--- src/rtl/spi_ram_pkg.sv ---
// Shared opcodes, default address width and FSM state encoding for the SPI RAM responder.
package spi_ram_pkg;

  localparam int ADDR_W_DEFAULT = 16;

  localparam logic [7:0] CMD_READ  = 8'h03;
  localparam logic [7:0] CMD_WRITE = 8'h02;

  typedef logic [2:0] state_t;

  localparam state_t ST_IDLE   = 3'd0;
  localparam state_t ST_CMD    = 3'd1;
  localparam state_t ST_ADDR   = 3'd2;
  localparam state_t ST_READ   = 3'd3;
  localparam state_t ST_WRITE  = 3'd4;
  localparam state_t ST_IGNORE = 3'd5;

endpackage

--- src/rtl/spi_in_sync.sv ---
// Synchronises cs_n/sck/mosi into the clk domain and emits registered edge pulses.
// Pulses stay quiet until the chain has refilled after reset, so a cs_n already low is not seen as a fall.
module spi_in_sync #(
  parameter int SYNC_STAGES = 2
) (
  input  logic i_clk,
  input  logic i_rst_n,
  input  logic i_cs_n,
  input  logic i_sck,
  input  logic i_mosi,
  output logic o_cs_n,
  output logic o_mosi,
  output logic o_sck_rise,
  output logic o_sck_fall,
  output logic o_cs_fall,
  output logic o_cs_rise
);

  localparam int LW = SYNC_STAGES + 1;

  logic [SYNC_STAGES-1:0] r_cs_s;
  logic [SYNC_STAGES-1:0] r_sck_s;
  logic [SYNC_STAGES-1:0] r_mosi_s;
  logic [LW-1:0]          r_live;
  logic                   r_cs_prev;
  logic                   r_sck_prev;

  logic w_cs;
  logic w_sck;
  logic w_mosi;
  logic w_live;

  assign w_cs   = r_cs_s[SYNC_STAGES-1];
  assign w_sck  = r_sck_s[SYNC_STAGES-1];
  assign w_mosi = r_mosi_s[SYNC_STAGES-1];
  assign w_live = r_live[LW-1];

  always_ff @(posedge i_clk) begin
    if (!i_rst_n) begin
      r_cs_s     <= '1;
      r_sck_s    <= '0;
      r_mosi_s   <= '0;
      r_live     <= '0;
      r_cs_prev  <= 1'b1;
      r_sck_prev <= 1'b0;
      o_cs_n     <= 1'b1;
      o_mosi     <= 1'b0;
      o_sck_rise <= 1'b0;
      o_sck_fall <= 1'b0;
      o_cs_fall  <= 1'b0;
      o_cs_rise  <= 1'b0;
    end else begin
      r_cs_s     <= SYNC_STAGES'({r_cs_s, i_cs_n});
      r_sck_s    <= SYNC_STAGES'({r_sck_s, i_sck});
      r_mosi_s   <= SYNC_STAGES'({r_mosi_s, i_mosi});
      r_live     <= LW'({r_live, 1'b1});
      r_cs_prev  <= w_cs;
      r_sck_prev <= w_sck;
      o_cs_n     <= w_cs;
      o_mosi     <= w_mosi;
      o_sck_rise <= w_live & w_sck & ~r_sck_prev;
      o_sck_fall <= w_live & ~w_sck & r_sck_prev;
      o_cs_fall  <= w_live & ~w_cs & r_cs_prev;
      o_cs_rise  <= w_live & w_cs & ~r_cs_prev;
    end
  end

endmodule

--- src/rtl/spi_ram_responder.sv ---
// SPI mode-0 target emulating the fetch RAM: READ/WRITE opcode, ADDR_W-bit address, then a byte stream
// served from or stored to a one-cycle synchronous memory port, with auto-increment between bytes.
module spi_ram_responder #(
  parameter int         ADDR_W      = spi_ram_pkg::ADDR_W_DEFAULT,
  parameter logic [7:0] CMD_READ    = spi_ram_pkg::CMD_READ,
  parameter logic [7:0] CMD_WRITE   = spi_ram_pkg::CMD_WRITE,
  parameter int         SYNC_STAGES = 2
) (
  input  logic              clk,
  input  logic              rst_n,
  input  logic              spi_cs_n,
  input  logic              spi_sck,
  input  logic              spi_mosi,
  output logic              spi_miso,
  output logic [ADDR_W-1:0] mem_addr,
  output logic              mem_re,
  input  logic [7:0]        mem_rdata,
  output logic              mem_we,
  output logic [7:0]        mem_wdata,
  output logic              busy,
  output logic              cmd_err
);

  import spi_ram_pkg::*;

  localparam int CNT_W = $clog2(ADDR_W);
  localparam logic [CNT_W-1:0] LAST_BIT  = CNT_W'(7);
  localparam logic [CNT_W-1:0] LAST_ADDR = CNT_W'(ADDR_W - 1);

  logic w_cs_n, w_mosi, w_sck_rise, w_sck_fall, w_cs_fall, w_cs_rise;

  spi_in_sync #(.SYNC_STAGES(SYNC_STAGES)) u_sync (
    .i_clk      (clk),
    .i_rst_n    (rst_n),
    .i_cs_n     (spi_cs_n),
    .i_sck      (spi_sck),
    .i_mosi     (spi_mosi),
    .o_cs_n     (w_cs_n),
    .o_mosi     (w_mosi),
    .o_sck_rise (w_sck_rise),
    .o_sck_fall (w_sck_fall),
    .o_cs_fall  (w_cs_fall),
    .o_cs_rise  (w_cs_rise)
  );

  state_t            r_state;
  logic [CNT_W-1:0]  r_cnt;
  logic [ADDR_W-1:0] r_shift;
  logic              r_is_read;
  logic              r_addr_done;
  logic              r_inc;
  logic              r_re_d;
  logic [7:0]        r_tx;
  logic              r_miso;
  logic [ADDR_W-1:0] r_addr;
  logic              r_mem_re;
  logic              r_mem_we;
  logic [7:0]        r_wdata;
  logic              r_busy;
  logic              r_cmd_err;

  logic [7:0]        w_rx_byte;
  logic [ADDR_W-1:0] w_shift_nxt;

  assign w_rx_byte   = {r_shift[6:0], w_mosi};
  assign w_shift_nxt = {r_shift[ADDR_W-2:0], w_mosi};

  assign spi_miso  = r_miso;
  assign mem_addr  = r_addr;
  assign mem_re    = r_mem_re;
  assign mem_we    = r_mem_we;
  assign mem_wdata = r_wdata;
  assign busy      = r_busy;
  assign cmd_err   = r_cmd_err;

  always_ff @(posedge clk) begin
    if (!rst_n) begin
      r_state     <= ST_IDLE;
      r_cnt       <= '0;
      r_shift     <= '0;
      r_is_read   <= 1'b0;
      r_addr_done <= 1'b0;
      r_inc       <= 1'b0;
      r_re_d      <= 1'b0;
      r_tx        <= '0;
      r_miso      <= 1'b0;
      r_addr      <= '0;
      r_mem_re    <= 1'b0;
      r_mem_we    <= 1'b0;
      r_wdata     <= '0;
      r_busy      <= 1'b0;
      r_cmd_err   <= 1'b0;
    end else begin
      r_mem_re  <= 1'b0;
      r_mem_we  <= 1'b0;
      r_cmd_err <= 1'b0;
      // Read data lands one clk after the strobe; capture it well before the next sck fall.
      r_re_d    <= r_mem_re;
      if (r_re_d) r_tx <= mem_rdata;
      if (r_inc) begin
        r_addr <= r_addr + ADDR_W'(1);
        r_inc  <= 1'b0;
      end

      if (w_cs_n | w_cs_rise) begin
        r_state     <= ST_IDLE;
        r_cnt       <= '0;
        r_miso      <= 1'b0;
        r_busy      <= 1'b0;
        r_addr_done <= 1'b0;
      end else begin
        case (r_state)
          ST_IDLE: begin
            if (w_cs_fall) begin
              r_state <= ST_CMD;
              r_busy  <= 1'b1;
              r_cnt   <= '0;
            end
          end
          ST_CMD: begin
            if (w_sck_rise) begin
              r_shift <= w_shift_nxt;
              if (r_cnt == LAST_BIT) begin
                r_cnt <= '0;
                if (w_rx_byte == CMD_READ || w_rx_byte == CMD_WRITE) begin
                  r_state   <= ST_ADDR;
                  r_is_read <= (w_rx_byte == CMD_READ);
                end else begin
                  r_state   <= ST_IGNORE;
                  r_cmd_err <= 1'b1;
                end
              end else begin
                r_cnt <= r_cnt + CNT_W'(1);
              end
            end
          end
          ST_ADDR: begin
            if (r_addr_done) begin
              r_addr_done <= 1'b0;
              r_addr      <= r_shift;
              r_mem_re    <= r_is_read;
              r_state     <= r_is_read ? ST_READ : ST_WRITE;
            end else if (w_sck_rise) begin
              r_shift <= w_shift_nxt;
              if (r_cnt == LAST_ADDR) begin
                r_cnt       <= '0;
                r_addr_done <= 1'b1;
              end else begin
                r_cnt <= r_cnt + CNT_W'(1);
              end
            end
          end
          ST_READ: begin
            if (w_sck_fall) begin
              r_miso <= r_tx[7];
              r_tx   <= {r_tx[6:0], 1'b0};
            end
            // Prefetch the next byte as soon as the current one has been clocked out.
            if (w_sck_rise) begin
              if (r_cnt == LAST_BIT) begin
                r_cnt    <= '0;
                r_addr   <= r_addr + ADDR_W'(1);
                r_mem_re <= 1'b1;
              end else begin
                r_cnt <= r_cnt + CNT_W'(1);
              end
            end
          end
          ST_WRITE: begin
            if (w_sck_rise) begin
              r_shift <= w_shift_nxt;
              if (r_cnt == LAST_BIT) begin
                r_cnt    <= '0;
                r_wdata  <= w_rx_byte;
                r_mem_we <= 1'b1;
                r_inc    <= 1'b1;
              end else begin
                r_cnt <= r_cnt + CNT_W'(1);
              end
            end
          end
          ST_IGNORE: ;
          default: r_state <= ST_IDLE;
        endcase
      end
    end
  end

endmodule

--- config.mk ---
export PLATFORM = sky130hd
export DESIGN_NAME = spi_ram_responder
export DESIGN_NICKNAME = d
export VERILOG_FILES = /design/src/rtl/spi_ram_pkg.sv /design/src/rtl/spi_in_sync.sv /design/src/rtl/spi_ram_responder.sv
export SDC_FILE = /design/constraint.sdc
export NUM_CORES = 1
export LEC_CHECK = 0
export ABC_CLOCK_PERIOD_IN_PS = 2400
export CORE_MARGIN = 2
export CORE_UTILIZATION = 55
export CTS_CLUSTER_SIZE = 12
export DETAILED_ROUTE_END_ITERATION = 12
export PLACE_DENSITY_LB_ADDON = 0.25
export SLEW_MARGIN = 0
export SYNTH_ARGS = -nofsm -noshare
export SYNTH_HDL_FRONTEND = slang
export SYNTH_SLANG_ARGS = --single-unit
--- constraint.sdc ---
create_clock -name clk -period 2.4 [get_ports clk]
set_input_delay 0.48 -clock clk [delete_from_list [all_inputs] [get_ports clk]]
set_output_delay 0.48 -clock clk [all_outputs]
set_load 0.005 [all_outputs]
; ---- Word-level counts from Yosys, hierarchy flattened
; Cells that the tools add are included.
[word_totals]
input_bits = 13
latch_bits = 0
romBits = 0
register_bits = 79
mem_count = 0
output_inout_bits = 29
mem_bits_rw = 0
[classes]
n_lt_le_gt_ge = 0
mux = 36
reduce_logical = 17
add_sub_neg = 2
eq_ne = 16
mul = 0
n_div = 0
shift = 0
bitwise_logic = 20
[ops]
columns = operator, count
row1 = $mux 16, 7
row2 = $pmux 16 s2, 2
row3 = $mux 8, 4
row4 = $mux 4, 6
row5 = $mux 3, 6
row6 = $add 16x1->16 const B, 1
row7 = $eq 8x2->1 const B, 2
row8 = $reduce_and 5->1, 3
row9 = $pmux 3 s4, 1
row10 = $pmux 4 s3, 1
row11 = $not 1->1, 11
row12 = $reduce_or 3->1, 3
row13 = $and 1x1->1, 8
row14 = $mux 1, 8
row15 = $ne 2x1->1 const B, 4
row16 = $eq 3x2->1 const B, 2
row17 = $eq 3x3->1 const B, 2
row18 = $ne 2x2->1 const B, 3
row19 = $reduce_or 5->1, 1
row20 = $add 4x1->4 const B, 1
row21 = $eq 4x3->1 const B, 1
row22 = $eq 4x4->1 const B, 1
row23 = $reduce_and 2->1, 2
row24 = $reduce_and 4->1, 1
row25 = other kinds (9), 10

; ---- Longest topological paths before layout
[depth]
ltp_word = 6
mapped_depth = 8
ltp_nobuf = 6

; ---- By module
; From an unflattened synthesis, not the netlist that was laid out.
[hier_totals]
hier_cells = 406
hier_area_um2 = 3656.0
[modules_own_cells]
columns = module, area_each_um2, cells_each, n_inst, seq_area_each_um2
row1 = spi_ram_responder, 3213.1, 374, 1, 1261.2
row2 = spi_in_sync, 442.9, 32, 1, 320.3

; ---- Least setup slack after synthesis
; No wires, ideal clock.
[synth_path]
path_kind = reg-to-reg
startpoint = register r_state[2]
endpoint = register r_addr[9], in the netlist mem_addr[9]
synth_period_minus_slack_ns = 1.828
slack_ns = 0.572
path_stages_with_launch = 8
t_arrival_ns = 1.712
required_ns = 2.284
setup_time_ns = 0.116
cell_sequence = dfxtp_1 > buf_6 > or4b_1 > buf_2 > o21ai_2 > nand2_2 > a221o_1 > o211a_1
[synth_via]
elab_chain_len = 3
elab_cells_between_ends = 4
classes_between = eq/ne (2) / mux (2)
[synth_rtl]
columns = element, line
row1 = from (decl), spi_ram_responder.sv:46  ; state_t r_state;
row2 = from (signal assigned), spi_ram_responder.sv:142  ; r_state <= r_is_read ? ST_READ : ST_WRITE;
row3 = $eq 3x2->1, spi_ram_responder.sv:112  ; case (r_state)
row4 = $pmux 16 s2 (*), spi_ram_responder.sv:112
row5 = $mux 16 (*), spi_ram_responder.sv:105  ; if (w_cs_n | w_cs_rise) begin
row6 = to (signal assigned), spi_ram_responder.sv:101  ; r_addr <= r_addr + ADDR_W'(1);
row7 = to (signal assigned), spi_ram_responder.sv:140  ; r_addr <= r_shift;
row8 = to (signal assigned), spi_ram_responder.sv:162  ; r_addr <= r_addr + ADDR_W'(1);
row9 = to (decl), spi_ram_responder.sv:55  ; logic [ADDR_W-1:0] r_addr;
; Mark *: on every way between the ends. The rest lies on a longest branch, timed or not.
; A chain may end at the register's enable or synchronous reset.

; ---- Final worst setup path
[layout_path]
startpoint = register r_mem_we, in the netlist mem_we
endpoint = output port mem_we
[layout_rtl]
columns = element, line
row1 = from (decl), spi_ram_responder.sv:57  ; logic r_mem_we;
row2 = from (signal assigned), spi_ram_responder.sv:89  ; r_mem_we <= 1'b0;
row3 = from (signal assigned), spi_ram_responder.sv:95  ; r_mem_we <= 1'b0;
row4 = from (signal assigned), spi_ram_responder.sv:175  ; r_mem_we <= 1'b1;
row5 = to (decl), spi_ram_responder.sv:18  ; output logic mem_we,
; No word-level cell between the ends.

==> metrics list <==
- Result of the run: finished, final reports clean
* Total leakage power: 1.52 nW
- Clock tree root driver cell: clkbuf_8
- Pwr per Cell Area: 528 nW/µm²
- GRT overflow: 0
* Via count of the first global-routing pass: just under 3000
- In the final routing, the length of wire on met1 measures between 3000 and 4000 µm.
- Post-detailed-route count of antenna-violating nets: 0
- Antenna Cells: 0
- Before antenna repair, the detailed router went through 5 iterations.
* Number of synthesis warnings: 0
* Number of distinct library cells after synthesis: between 50 and 60
- Sequential cells were found to cover between 40 and 50% of the synthesized design area.
* CTS H-tree lvls: 3
- Largest area contributor in the netlist: dfxtp_1
* Post-synth EDFFs: 0
- Final critical delay including setup and external delays: between 2000 and 2500 ps
- Portion of total power attributed to combinational logic: under 10%
- Crit path launch type: flop
- CTS Sinks: about 80
* Place WS: between 400 and 500 ps
- The number of antenna violations at the first check in global routing came to 0.
* IO buf count: 41
* Register share of total power: between 50% and 60%
- Synthesis produced a netlist with a net count of about 410.
- Normalized max-slew margin: 62.9%
* Die X: between 80 and 90 µm
- Slew of the pin with the lowest slew margin: 556 ps
- Via density: ~6.0
* Delay of the slowest critical-path stage: about 600 ps
- Total DRC errors in the routed layout: 0
* Placeable core region: ~6300 µm²
* Most numerous cell types in the synthesized netlist: dfxtp_1, nand2_1, nor2_1, mux2i_1, a21oi_1
* Cell Chain, Critical Path: clkdlybuf4s50_1
- The cell count after synthesis came out at roughly 400.
* CTS hold repair buffers: 0
- The routed layout has approximately 3200 vias.
* Final clock period utilization by the worst path: 84.1%
* Internal: between 1.5 and 2 mW
* Worst supply voltage drop on vdd: ~0.34 mV
- Yosys attributes the largest share of cell area to dfxtp_1, mux2i_1, nand2_1, nor2_1, a21oi_1.
- The die covers between 7000 and 8000 µm².
- The initial utilization of the core area, before any placement, comes to 56.6%.
- The detailed router used layers up to and including met4.
- Total power after layout: about 2.3 mW
* Fmax: 495 MHz
* Share of layout cells above drive strength 1: 10.1%
- For this run, the leading register cell type out of synthesis is dfxtp_1.
- Type of destination of the critical path: output pin
- Final WL: between 8000 and 9000 µm
* Boundary Pins: between 40 and 50
- Critical-path top delay cell: clkdlybuf4s50_1
- Summed over all nets, the half-perimeter wirelength after detailed placement is 6190 µm.
- Worst min-delay path category: flop to flop
- From synthesis to final layout, the design area changed by 20.0%.
- Fraction of post-synthesis cell area in the top cell type by area: between 40 and 50%
- The first global-routing pass estimated roughly 15000 µm of wire.
- For this design the total switching power over the nets is approximately 540 µW.
- Post-route design area: 4280 µm²
* Total CTS buffers: 9
- In this run the post-CTS setup repair buffer count came out at 0.
- Net switching is a little under a quarter of the power.
* Clk_skew: between 9 and 10 ps
* Placed cell area: between 4000 and 5000 µm²
* Combined global-route utilization of all metal layers: 25.5%
- Asr flop ratio synth: 0%
* Clock share of power: approximately two fifths
- Number of pins exceeding their max-slew limit in the final report: 0
- Cell row count: 29
* Most common cell in the synthesized netlist: dfxtp_1
* Setup repair after global routing missed its margin: false
- The final number of hold-violating endpoints is 0.
* Largest net degree at the start of global routing: 24
* Final setup violation count: 0
- Wire segments on met3 add up to 600 µm in the final route.
* Req. time, crit path: ~1900 ps
- Average wire per standard cell: about 17 µm
- Final Util: 67.9%
- Counting tap cells, the placed design contains a total of slightly above 500 instances.
- In this run, synthesis produced a sequential element count of between 70 and 80.
- Quantity of gates resized following cts: 0
* Clock transition at path regs: about 80 ps
* Worst setup slack after layout: approximately 380 ps
* Final net count: between 400 and 500
* Met2 Wirelength: between 4000 and 5000 µm
* CP top delay family: buffers and inverters
- Hold timing on the final database bottoms out at a slack of roughly 430 ps.
* Non-filler instance count after layout: ~530
- Max Cap Violations: 0
- Summing every instance area after synthesis gives 3570 µm².
- The critical path in this run is classified as flop to output pin.
- Each instance of the synthesized netlist takes up on average 8.95 µm².
* Buffer and inverter count on the worst path: 1
- Sum of negative setup slack: 0 ps
- TritonCTS built the clock tree.
* Die H: roughly 85 µm
- Routability Congestion: between 0.9 and 1
- Largest buffer count on any clock path: 2
- Clock latency on the worst-skew pair, taken at its later pin, is about 350 ps.
- The detailed router finished its first iteration with 208 violations.
* Worst-path maximum fanout: 10
* Arrival @ worst endpoint: about 1500 ps
## flip-flops by register name (all words and copies together), names as in the netlist, 2 cells and up
name and cells:
mem_wdata 8, mem_addr 16, r_tx 8, r_state 3
u_sync.r_mosi_s 2, r_shift 16, r_cnt 4, u_sync.r_live 3
u_sync.r_sck_s 2, u_sync.r_cs_s 2
## layout make-up
cell class                 instances  area [µm²]
fill                             544        2030
multi-input combinational        296        1880
sequential                        79        1580
timing repair buffer              58         538
clock buffer                      10         128
tap                               77        96.3
clock inverter                     6        37.5
inverter                           5        18.8
## worst paths after layout
path	from	to	slack [ps]	cells after the start
worst max-delay path	mem_we	mem_we	380	1
worst min-delay path	u_sync.r_mosi_s[1]	u_sync.o_mosi	430	1
worst max register to register	r_state[1]	mem_addr[9]	440	5
worst min register to register	u_sync.r_mosi_s[1]	u_sync.o_mosi	430	1
## routing by layer
layer	global-route usage, %	up-vias
li1	-	1523
met1	34.3	1494
met2	40.0	126
met3	3.83	25
met4	12.4	0
met5	0	-
## cell usage in the layout, fill, tap and decap left out, drive strengths merged, types with 2 or more instances in the layout
cell type       n
nand2b          6
a32oi           5
a21boi          2
clkbuf         10
mux2            2
mux2i          28
clkinv          3
a22oi           5
xor2           10
nand2          42
a21oi          26
nor4b           2
clkinvlp        3
nor3            8
and3            2
nand4           9
and2           11
nor3b           4
nor2           43
a2111oi         2
o22ai           4
ha              2
nand3          17
nor2b           3
nor4            6
xnor2          11
a211oi          9
a21o            2
o21ai          17
buf            17
dfxtp          79
clkdlybuf4s50  41
inv             5
or4             2
## kinds of logic after synthesis
kind of cell / count (synthesis) / share of synthesized area [%]
AND/OR/NAND/NOR: 161 / 23.3
AO/OA/AOI/OAI: 82 / 15.1
flip-flops: 79 / 44.3
multiplexers: 30 / 8.48
buffers and inverters: 24 / 2.94
XOR/XNOR: 21 / 5.15
adder cells (fa/ha/maj): 2 / 0.701
## power groups by stage
| stage | clock, mW | sequential, mW | combinational (mW) |
|---|---|---|---|
| floorplan | 0 | 1.36 | 0.0263 |
| global placement | 0 | 1.36 | 0.0608 |
| detailed placement | 0 | 1.36 | 0.0614 |
| CTS | 0.878 | 1.33 | 0.0618 |
| global route | 0.923 | 1.33 | 0.0677 |
| finish | 0.874 | 1.33 | 0.0615 |
Power figures use the tool's default switching activity.
